==> src/rtl/uart_frame_demux.sv <==
// uart_frame_demux
//  Receive-side frame decoder for the player-2 board. It collects the five
//  tagged 16-bit words that make up one game-state frame from the player-1
//  board. After the last word it updates every game-state output in one cycle.
//  Ports:
//   clk, rst                 system clock, synchronous active-high reset
//   data_in[15:0]            [15:12] tag, [11:0] payload
//   data_valid               1-cycle strobe qualifying data_in
//   pl1_posx/pl1_posy        remote player position (12 bit)
//   ball_posx/ball_posy      ball position (12 bit)
//   pl1_score/pl2_score      binary scores (4 bit)
//   flag_point, end_game     status flags
//   whistle                  pulse on a 0->1 edge of the committed whistle bit
//   frame_valid, frame_err   1-cycle pulses on commit / discarded frame
//   link_ok                  frames arriving within LINK_TIMEOUT
module uart_frame_demux #(
  parameter int unsigned WORD_TIMEOUT = 65000,
  parameter int unsigned LINK_TIMEOUT = 6500000,
  parameter logic [11:0] RST_PL1_X    = 12'd50,
  parameter logic [11:0] RST_PL1_Y    = 12'd679
) (
  input  logic        clk,
  input  logic        rst,
  input  logic [15:0] data_in,
  input  logic        data_valid,
  output logic [11:0] pl1_posx,
  output logic [11:0] pl1_posy,
  output logic [11:0] ball_posx,
  output logic [11:0] ball_posy,
  output logic [3:0]  pl1_score,
  output logic [3:0]  pl2_score,
  output logic        flag_point,
  output logic        end_game,
  output logic        whistle,
  output logic        frame_valid,
  output logic        frame_err,
  output logic        link_ok
);

  localparam int unsigned WW = $clog2(WORD_TIMEOUT + 1);
  localparam int unsigned LW = $clog2(LINK_TIMEOUT + 1);
  localparam logic [WW-1:0] WT_LAST = WW'(WORD_TIMEOUT - 1);
  localparam logic [LW-1:0] LT_MAX  = LW'(LINK_TIMEOUT);

  typedef enum logic {S_SYNC, S_COLLECT} state_t;

  state_t        state_q, state_d;
  logic [2:0]    exp_q, exp_d;
  logic [WW-1:0] wcnt_q, wcnt_d;
  logic [LW-1:0] lcnt_q, lcnt_d;
  logic [11:0]   sh_px_q, sh_px_d, sh_py_q, sh_py_d;
  logic [11:0]   sh_bx_q, sh_bx_d, sh_by_q, sh_by_d;
  logic [11:0]   px_q, px_d, py_q, py_d, bx_q, bx_d, by_q, by_d;
  logic [3:0]    s1_q, s1_d, s2_q, s2_d;
  logic          fp_q, fp_d, eg_q, eg_d;
  logic          wh_q, wh_d, wprev_q, wprev_d;
  logic          fv_q, fv_d, fe_q, fe_d, lk_q, lk_d;
  logic          commit;
  logic [3:0]    tag;
  logic [11:0]   pay;

  assign tag = data_in[15:12];
  assign pay = data_in[11:0];

  always_comb begin
    state_d = state_q;
    exp_d   = exp_q;
    wcnt_d  = wcnt_q;
    lcnt_d  = lcnt_q;
    sh_px_d = sh_px_q;
    sh_py_d = sh_py_q;
    sh_bx_d = sh_bx_q;
    sh_by_d = sh_by_q;
    px_d    = px_q;
    py_d    = py_q;
    bx_d    = bx_q;
    by_d    = by_q;
    s1_d    = s1_q;
    s2_d    = s2_q;
    fp_d    = fp_q;
    eg_d    = eg_q;
    wprev_d = wprev_q;
    lk_d    = lk_q;
    wh_d    = 1'b0;
    fv_d    = 1'b0;
    fe_d    = 1'b0;
    commit  = 1'b0;

    case (state_q)
      S_SYNC: begin
        wcnt_d = '0;
        if (data_valid && tag == 4'd0) begin
          sh_px_d = pay;
          exp_d   = 3'd1;
          state_d = S_COLLECT;
        end
      end
      S_COLLECT: begin
        if (data_valid) begin
          // An arriving word always beats a timeout in the same cycle.
          wcnt_d = '0;
          if (tag == {1'b0, exp_q}) begin
            case (exp_q)
              3'd1:    sh_py_d = pay;
              3'd2:    sh_bx_d = pay;
              3'd3:    sh_by_d = pay;
              default: commit  = 1'b1;
            endcase
            if (exp_q == 3'd4) begin
              exp_d   = 3'd0;
              state_d = S_SYNC;
            end else begin
              exp_d = exp_q + 3'd1;
            end
          end else if (tag == 4'd0) begin
            // A new frame start aborts the current frame and begins another.
            fe_d    = 1'b1;
            sh_px_d = pay;
            exp_d   = 3'd1;
          end else begin
            fe_d    = 1'b1;
            exp_d   = 3'd0;
            state_d = S_SYNC;
          end
        end else if (wcnt_q == WT_LAST) begin
          fe_d    = 1'b1;
          wcnt_d  = '0;
          exp_d   = 3'd0;
          state_d = S_SYNC;
        end else begin
          wcnt_d = wcnt_q + 1'b1;
        end
      end
      default: state_d = S_SYNC;
    endcase

    if (commit) begin
      px_d    = sh_px_q;
      py_d    = sh_py_q;
      bx_d    = sh_bx_q;
      by_d    = sh_by_q;
      s1_d    = pay[11:8];
      s2_d    = pay[7:4];
      fp_d    = pay[3];
      eg_d    = pay[2];
      wh_d    = pay[1] & ~wprev_q;
      wprev_d = pay[1];
      fv_d    = 1'b1;
      lk_d    = 1'b1;
      lcnt_d  = '0;
    end else if (lcnt_q != LT_MAX) begin
      lcnt_d = lcnt_q + 1'b1;
      if (lcnt_d == LT_MAX) lk_d = 1'b0;
    end
  end

  always_ff @(posedge clk) begin
    if (rst) begin
      state_q <= S_SYNC;
      exp_q   <= '0;
      wcnt_q  <= '0;
      lcnt_q  <= '0;
      sh_px_q <= RST_PL1_X;
      sh_py_q <= RST_PL1_Y;
      sh_bx_q <= '0;
      sh_by_q <= '0;
      px_q    <= RST_PL1_X;
      py_q    <= RST_PL1_Y;
      bx_q    <= '0;
      by_q    <= '0;
      s1_q    <= '0;
      s2_q    <= '0;
      fp_q    <= 1'b0;
      eg_q    <= 1'b0;
      wh_q    <= 1'b0;
      wprev_q <= 1'b0;
      fv_q    <= 1'b0;
      fe_q    <= 1'b0;
      lk_q    <= 1'b0;
    end else begin
      state_q <= state_d;
      exp_q   <= exp_d;
      wcnt_q  <= wcnt_d;
      lcnt_q  <= lcnt_d;
      sh_px_q <= sh_px_d;
      sh_py_q <= sh_py_d;
      sh_bx_q <= sh_bx_d;
      sh_by_q <= sh_by_d;
      px_q    <= px_d;
      py_q    <= py_d;
      bx_q    <= bx_d;
      by_q    <= by_d;
      s1_q    <= s1_d;
      s2_q    <= s2_d;
      fp_q    <= fp_d;
      eg_q    <= eg_d;
      wh_q    <= wh_d;
      wprev_q <= wprev_d;
      fv_q    <= fv_d;
      fe_q    <= fe_d;
      lk_q    <= lk_d;
    end
  end

  assign pl1_posx    = px_q;
  assign pl1_posy    = py_q;
  assign ball_posx   = bx_q;
  assign ball_posy   = by_q;
  assign pl1_score   = s1_q;
  assign pl2_score   = s2_q;
  assign flag_point  = fp_q;
  assign end_game    = eg_q;
  assign whistle     = wh_q;
  assign frame_valid = fv_q;
  assign frame_err   = fe_q;
  assign link_ok     = lk_q;

endmodule

==> config.mk <==
export PLATFORM = sky130hd
export DESIGN_NAME = uart_frame_demux
export DESIGN_NICKNAME = d
export VERILOG_FILES = /design/src/rtl/uart_frame_demux.sv
export SDC_FILE = /design/constraint.sdc
export NUM_CORES = 1
export LEC_CHECK = 0
export CORE_MARGIN = 3
export CORE_UTILIZATION = 50
export DETAILED_ROUTE_END_ITERATION = 6
export PLACE_DENSITY_LB_ADDON = 0.08
export SYNTH_ARGS = -nofsm -noshare
export SYNTH_HDL_FRONTEND = slang
export SYNTH_SLANG_ARGS = --single-unit
==> constraint.sdc <==
create_clock -name clk -period 4.3 [get_ports clk]
set_clock_uncertainty 0.2 [all_clocks]
set_input_delay 0.645 -clock clk [delete_from_list [all_inputs] [get_ports clk]]
set_output_delay 0.645 -clock clk [all_outputs]
set_load 0.02 [all_outputs]
# [Word-level counts from Yosys, hierarchy flattened]
# Index checks and enable logic that the tools add are counted.
[totals] ff_bits=154 out_inout_bits=62 inputBits=19
[op_classes] addsub=3 n_mux=33 reduce_logical=14 bitwise=4 n_eq_ne=13
[ops] operator="12-bit 2-to-1 mux" n=4
[ops] operator="16-bit 2-to-1 mux" n=2
[ops] operator="16-bit one-hot mux with 2 select lines" n=1
[ops] operator="12-bit one-hot mux with 2 select lines" n=1
[ops] operator="23-bit by 1-bit adder with 23-bit output, second input constant" n=1
[ops] operator="23-bit equality test, second input constant" n=1
[ops] operator="23-bit != test, second input constant" n=1
[ops] operator="1-bit 2-to-1 mux" n=18
[ops] operator="16-bit by 1-bit adder with 16-bit output, second input constant" n=1
[ops] operator="16-bit equality test, second input constant" n=1
[ops] operator="4-bit AND reduction" n=4
[ops] operator="3-bit 2-to-1 mux" n=5
[ops] operator="3-bit by 2-bit equality test with 1-bit output, second input constant" n=2
[ops] operator="2-bit != test, second input constant" n=3
[ops] operator="3-bit one-hot mux with 2 select lines" n=1
[ops] operator="2-bit OR reduction" n=3
[ops] operator="4-bit by 3-bit equality test with 1-bit output" n=1
[ops] operator="4-bit logical NOT" n=1
[ops] operator="2-bit AND reduction" n=2
[ops] operator="2-bit nonzero test" n=2
[ops] operator="3-bit by 1-bit adder with 3-bit output, second input constant" n=1
[ops] operator="3-bit by 1-bit equality test with 1-bit output, second input constant" n=1
[ops] operator="3-bit equality test, second input constant" n=1
[ops] operator="3-bit by 2-bit != test with 1-bit output, second input constant" n=1
[ops] operator="6 further kinds" n=8

# [Logic depth before layout (Yosys ltp)]
[logic_depth] depth_word=8 ltp_mapped=9 depth_no_buf=8

# [Least setup slack after synthesis]
# Ideal clock, no wire load.
[synth_path] path_type="input-to-reg" from="input data_in[12]" to="register sh_px_q[1]" slack_ns=2.009 t_arrival_ns=1.962 required_time_ns=3.971 stages=6 path_cell_list="nor4_1 -> nand2_1 -> a21oi_1 -> buf_4 -> mux2i_1 -> nand2_1"
[synth_via] elab_chain_len=4 word_cells_on_any_way=7 classes_between="4 x eq/ne; 3 x reduce/logical"
[synth_lines] element="from (decl)" line="24" text="input logic [15:0] data_in,"
[synth_lines] element="4-bit logical NOT" line="92, 115"
[synth_lines] element="1-bit logical AND" line="92" text="if (data_valid && tag == 4'd0) begin"
[synth_lines] element="2-bit != test (no source line)"
[synth_lines] element="4-bit AND reduction (no source line) *"
[synth_lines] element="to (signal assigned)" line="185" text="sh_px_q <= sh_px_d;"
[synth_lines] element="to (decl)" line="51" text="logic [11:0] sh_px_q, sh_px_d, sh_py_q, sh_py_d;"
# Every way passes the cells marked *; elsewhere a longest branch is shown, timed or not.
# A chain may end at the register's enable or synchronous reset.

# [Worst setup path after layout]
[layout_path] from="input data_in[14]" to="register lk_q, in the netlist link_ok"
[layout_via] elab_chain_len=6 word_cells_on_any_way=8 classes_between="1 x eq/ne; 4 x mux; 3 x reduce/logical"
[layout_lines] element="4-bit by 3-bit equality test with 1-bit output *" line="102" text="if (tag == {1'b0, exp_q}) begin"
[layout_lines] element="1-bit 2-to-1 mux *" line="102"
[layout_lines] element="1-bit 2-to-1 mux *" line="99" text="if (data_valid) begin"
[layout_lines] element="1-bit 2-to-1 mux *" line="89" text="case (state_q)"
[layout_lines] element="2-bit nonzero test (no source line)"
[layout_lines] element="2-bit AND reduction (no source line)"
[layout_lines] element="to (signal assigned)" line="201" text="lk_q <= lk_d;"
[layout_lines] element="to (decl)" line="57" text="logic fv_q, fv_d, fe_q, fe_d, lk_q, lk_d;"
# Marked as above.

==> summary.txt <==
Power
  – Sw Pwr: 678 uW
  – Sequential share of power: 0.489
  – PwrDens: 398 mW/mm2
  – Peak supply drop: 0.000438 V
  – PnR Total Power: between 2 and 3 mW
  – Clock group share of total power: 0.484
  – Int Power: roughly 2.3 mW
  – Gate power share: 0.027
  – Leakage: about 2.8 nW
  – Sw frac: 0.231

Clock network
  – CTS tree: yes
  – Hold_buf cts: 0
  – Clock root buffer: clkbuf_16
  – Clk slew on worst S/H paths: 60 ps
  – Cts repair resizes: 0
  – CTS max path bufs: 2
  – Clk Latency, worst-skew pair: approximately 400 ps
  – Total CTS buffers: 17
  – CTS H-tree depth: 4
  – Setup Fix Bufs, Post-CTS: 0
  – CTS sink count: roughly 150

GRT
  – Overflow after GRT: 0
  – Vias in the first global route: approximately 4400
  – Met1 global-route usage: 0.265
  – Met3 usage: 0.0569
  – Pin count of the biggest net entering global routing: 53
  – First-pass GRT wire length: 22300 um
  – Met2 usage: 0.360
  – Gr usage total: 0.212
  – Top Usage Layer GRT: met2
  – Antenna violations before repair: 0

Floorplan
  – IO Count: slightly above 80
  – Site row count: 39
  – Die area: ~0.013 mm2
  – Core area: 0.0116 mm2
  – Starting density of the core: 0.518
  – Die height: 116 um
  – Die width: roughly 120 um

Timing
  – Ratio of final minimum period to clock period: 0.701
  – Crit path time final: 3010 ps
  – Worst Tran Pin Value: approximately 850 ps
  – Hold Violations, Final: 0
  – Peak Freq: ~0.33 GHz
  – Slew headroom: 0.433
  – Max Slew Vio Count: 0
  – RSZ-0062 raised after global routing: false
  – Setup TNS: 0 ps
  – Setup-failing EPs final: 0

Finish
  – Area delta synth->final: 23.2%
  – Most frequent cells in the layout: dfxtp_1, clkdlybuf4s50_1, nor2_1
  – Fill count: ~1000
  – Nets@finish: 716
  – Fraction of layout cells with a size suffix above 1: 0.0770
  – Commonest non-fill, non-tap cell in the layout: dfxtp_1
  – N_diodes: 0

Worst hold path
  – Worst Hold Path EP: whistle$_SDFF_PP0_
  – HP Class: flop to flop
  – Hold Path Origin: wprev_q$_SDFFE_PP0P_
  – WHS Path Cells: 1

Logic synthesis
  – Synth top area cells: dfxtp_1, a22o_1, nor2_1
  – Synthesized Nets: roughly 650
  – Leading area contributor after synthesis: dfxtp_1
  – FF+latch count, synth: about 150
  – Post-synth cell types: approximately 50
  – Register area share after synthesis: 0.514
  – Mapped Area: around 0.0060 mm2
  – Synth Flop Type: dfxtp_1
  – Ys async rst share: 0
  – Syn Area/Cell: 9.62 um2
  – Post-synth EDFFs: 0
  – Post-Syn Instances: 623
  – Post-synth top area share: 0.514
  – Synth Warn #: 0

Worst setup path
  – Worst path arrival time: around 3200 ps
  – CP max FO: 52
  – Critical path type: input pin to flop
  – CP peak stage delay: approximately 580 ps
  – Worst path slowest cell: clkinv_2
  – Reg2reg start: exp_q[0]$_SDFFE_PP0P_
  – Worst setup startpoint: data_in[14]
  – Delay-heaviest family, CP: buffers and inverters
  – CP Data Required Time: approximately 4400 ps
  – Critical path cell sequence: clkdlybuf4s50_1, xor2_1, nor4_4, o211a_1, nand2_2, clkinv_2, nor3_1, a31oi_1
  – Buf+Inv Stages, Crit Path: 2
  – Flop-to-flop setup slack: 1520 ps
  – Path depth of the worst reg2reg path: 8
  – Startpoint types: input pin
  – Setup crit end kind: flop
  – R2r endpoint: link_ok$_SDFFE_PP0P_

Routing
  – Post-route ant nets: 0
  – Detailed router's first-iteration violation count: approximately 370
  – DR vias: between 4000 and 5000
  – TritonRoute pass-1 iters: 7
  – Final WL: about 13000 um
  – # DRC: 0
  – Drt via density: 5.50
  – Drt wl/cell: 15.9 um

Job
  – Maxcap violations: 0

Place
  – Gpl congestion: 0.837
  – DP HPWL: a little over 9000 um
  – PortBufs: 80

Run status
  – Status: finished, final reports clean
## cell type report
type                            instances  area, um2  share of cell area
Sequential cell                       154       3080               0.417
Multi-Input combinational cell        419       2680               0.363
Timing Repair Buffer                   85        833               0.113
Clock buffer                           20        467              0.0632
Tap cell                              143        179              0.0242
Clock inverter                         12        104              0.0141
Inverter                               11       42.5             0.00576
## cells by family after synthesis
logic type,share of synthesized area
simple gates,0.197
xor+xnor,0.0540
flops,0.514
compound gates,0.136
buf+inv,0.0405
fa+ha+maj,0.0188
mux,0.0401
## sequential cells by signal, summed over array words and instances (netlist names), 3 cells and up
signal,flops
ball_posx,12
ball_posy,12
exp_q,3
lcnt_q,23
pl1_posx,12
pl1_posy,12
pl1_score,4
pl2_score,4
sh_bx_q,12
sh_by_q,12
sh_px_q,12
sh_py_q,12
wcnt_q,16
## power groups by stage
stage               logic [mW]  registers (mW)  clock network (mW)
finish                  0.0802            1.44                1.42
global route            0.0873            1.44                1.51
CTS                     0.0808            1.44                1.44
detailed placement      0.0800            1.47                   0
global placement        0.0790            1.47                   0
floorplan               0.0419            1.47                   0
## worst max path at each step
stage                                   end  cells past startpoint
global route           link_ok$_SDFFE_PP0P_                      8
CTS                    link_ok$_SDFFE_PP0P_                      8
finish                 link_ok$_SDFFE_PP0P_                      8
detailed placement     link_ok$_SDFFE_PP0P_                      8
global placement       link_ok$_SDFFE_PP0P_                      8
floorplan           sh_px_q[1]$_SDFFE_PP1P_                      6
## synthesized netlist by cell type (all sizes together), types with 4 or more instances
cell    instances
o22a            9
nor2           74
a31oi           5
nor3            9
clkbuf         17
nand4           8
ha              9
inv            10
and3           13
nand3          39
and2            5
xor2           24
mux2i          24
nand2          68
a22o           49
a21oi          26
buf            22
nor4            5
dfxtp         154
or3             4
xnor2          13
o21ai           6
## layer usage
layer | vias to the layer above | wire [um]
li1 | 2314 | -
met1 | 2209 | 6040
met2 | 101 | 6590
met3 | 17 | 597
met4 | 0 | 228
met5 | - | 0
## through the flow
step,worst slack (ps),utilization,instance area (um2),cells,hold WS [ps]
finish,1290,0.639,7390,844,213
global route,1050,0.639,7390,844,239
CTS,1250,0.639,7390,844,214
detailed placement,837,0.590,6820,812,206
global placement,912,0.590,6820,812,201
floorplan,2010,-,6000,623,191
## worst register-to-register path: stages, from the launching register on
cell,delay (ps)
dfxtp_1,360
inv_1,140
ha_1,240
nor2_1,60
o211a_1,290
nand2_2,220
clkinv_2,620
nor3_1,400
a31oi_1,120
Note: power is estimated with default switching activity, not from simulation.
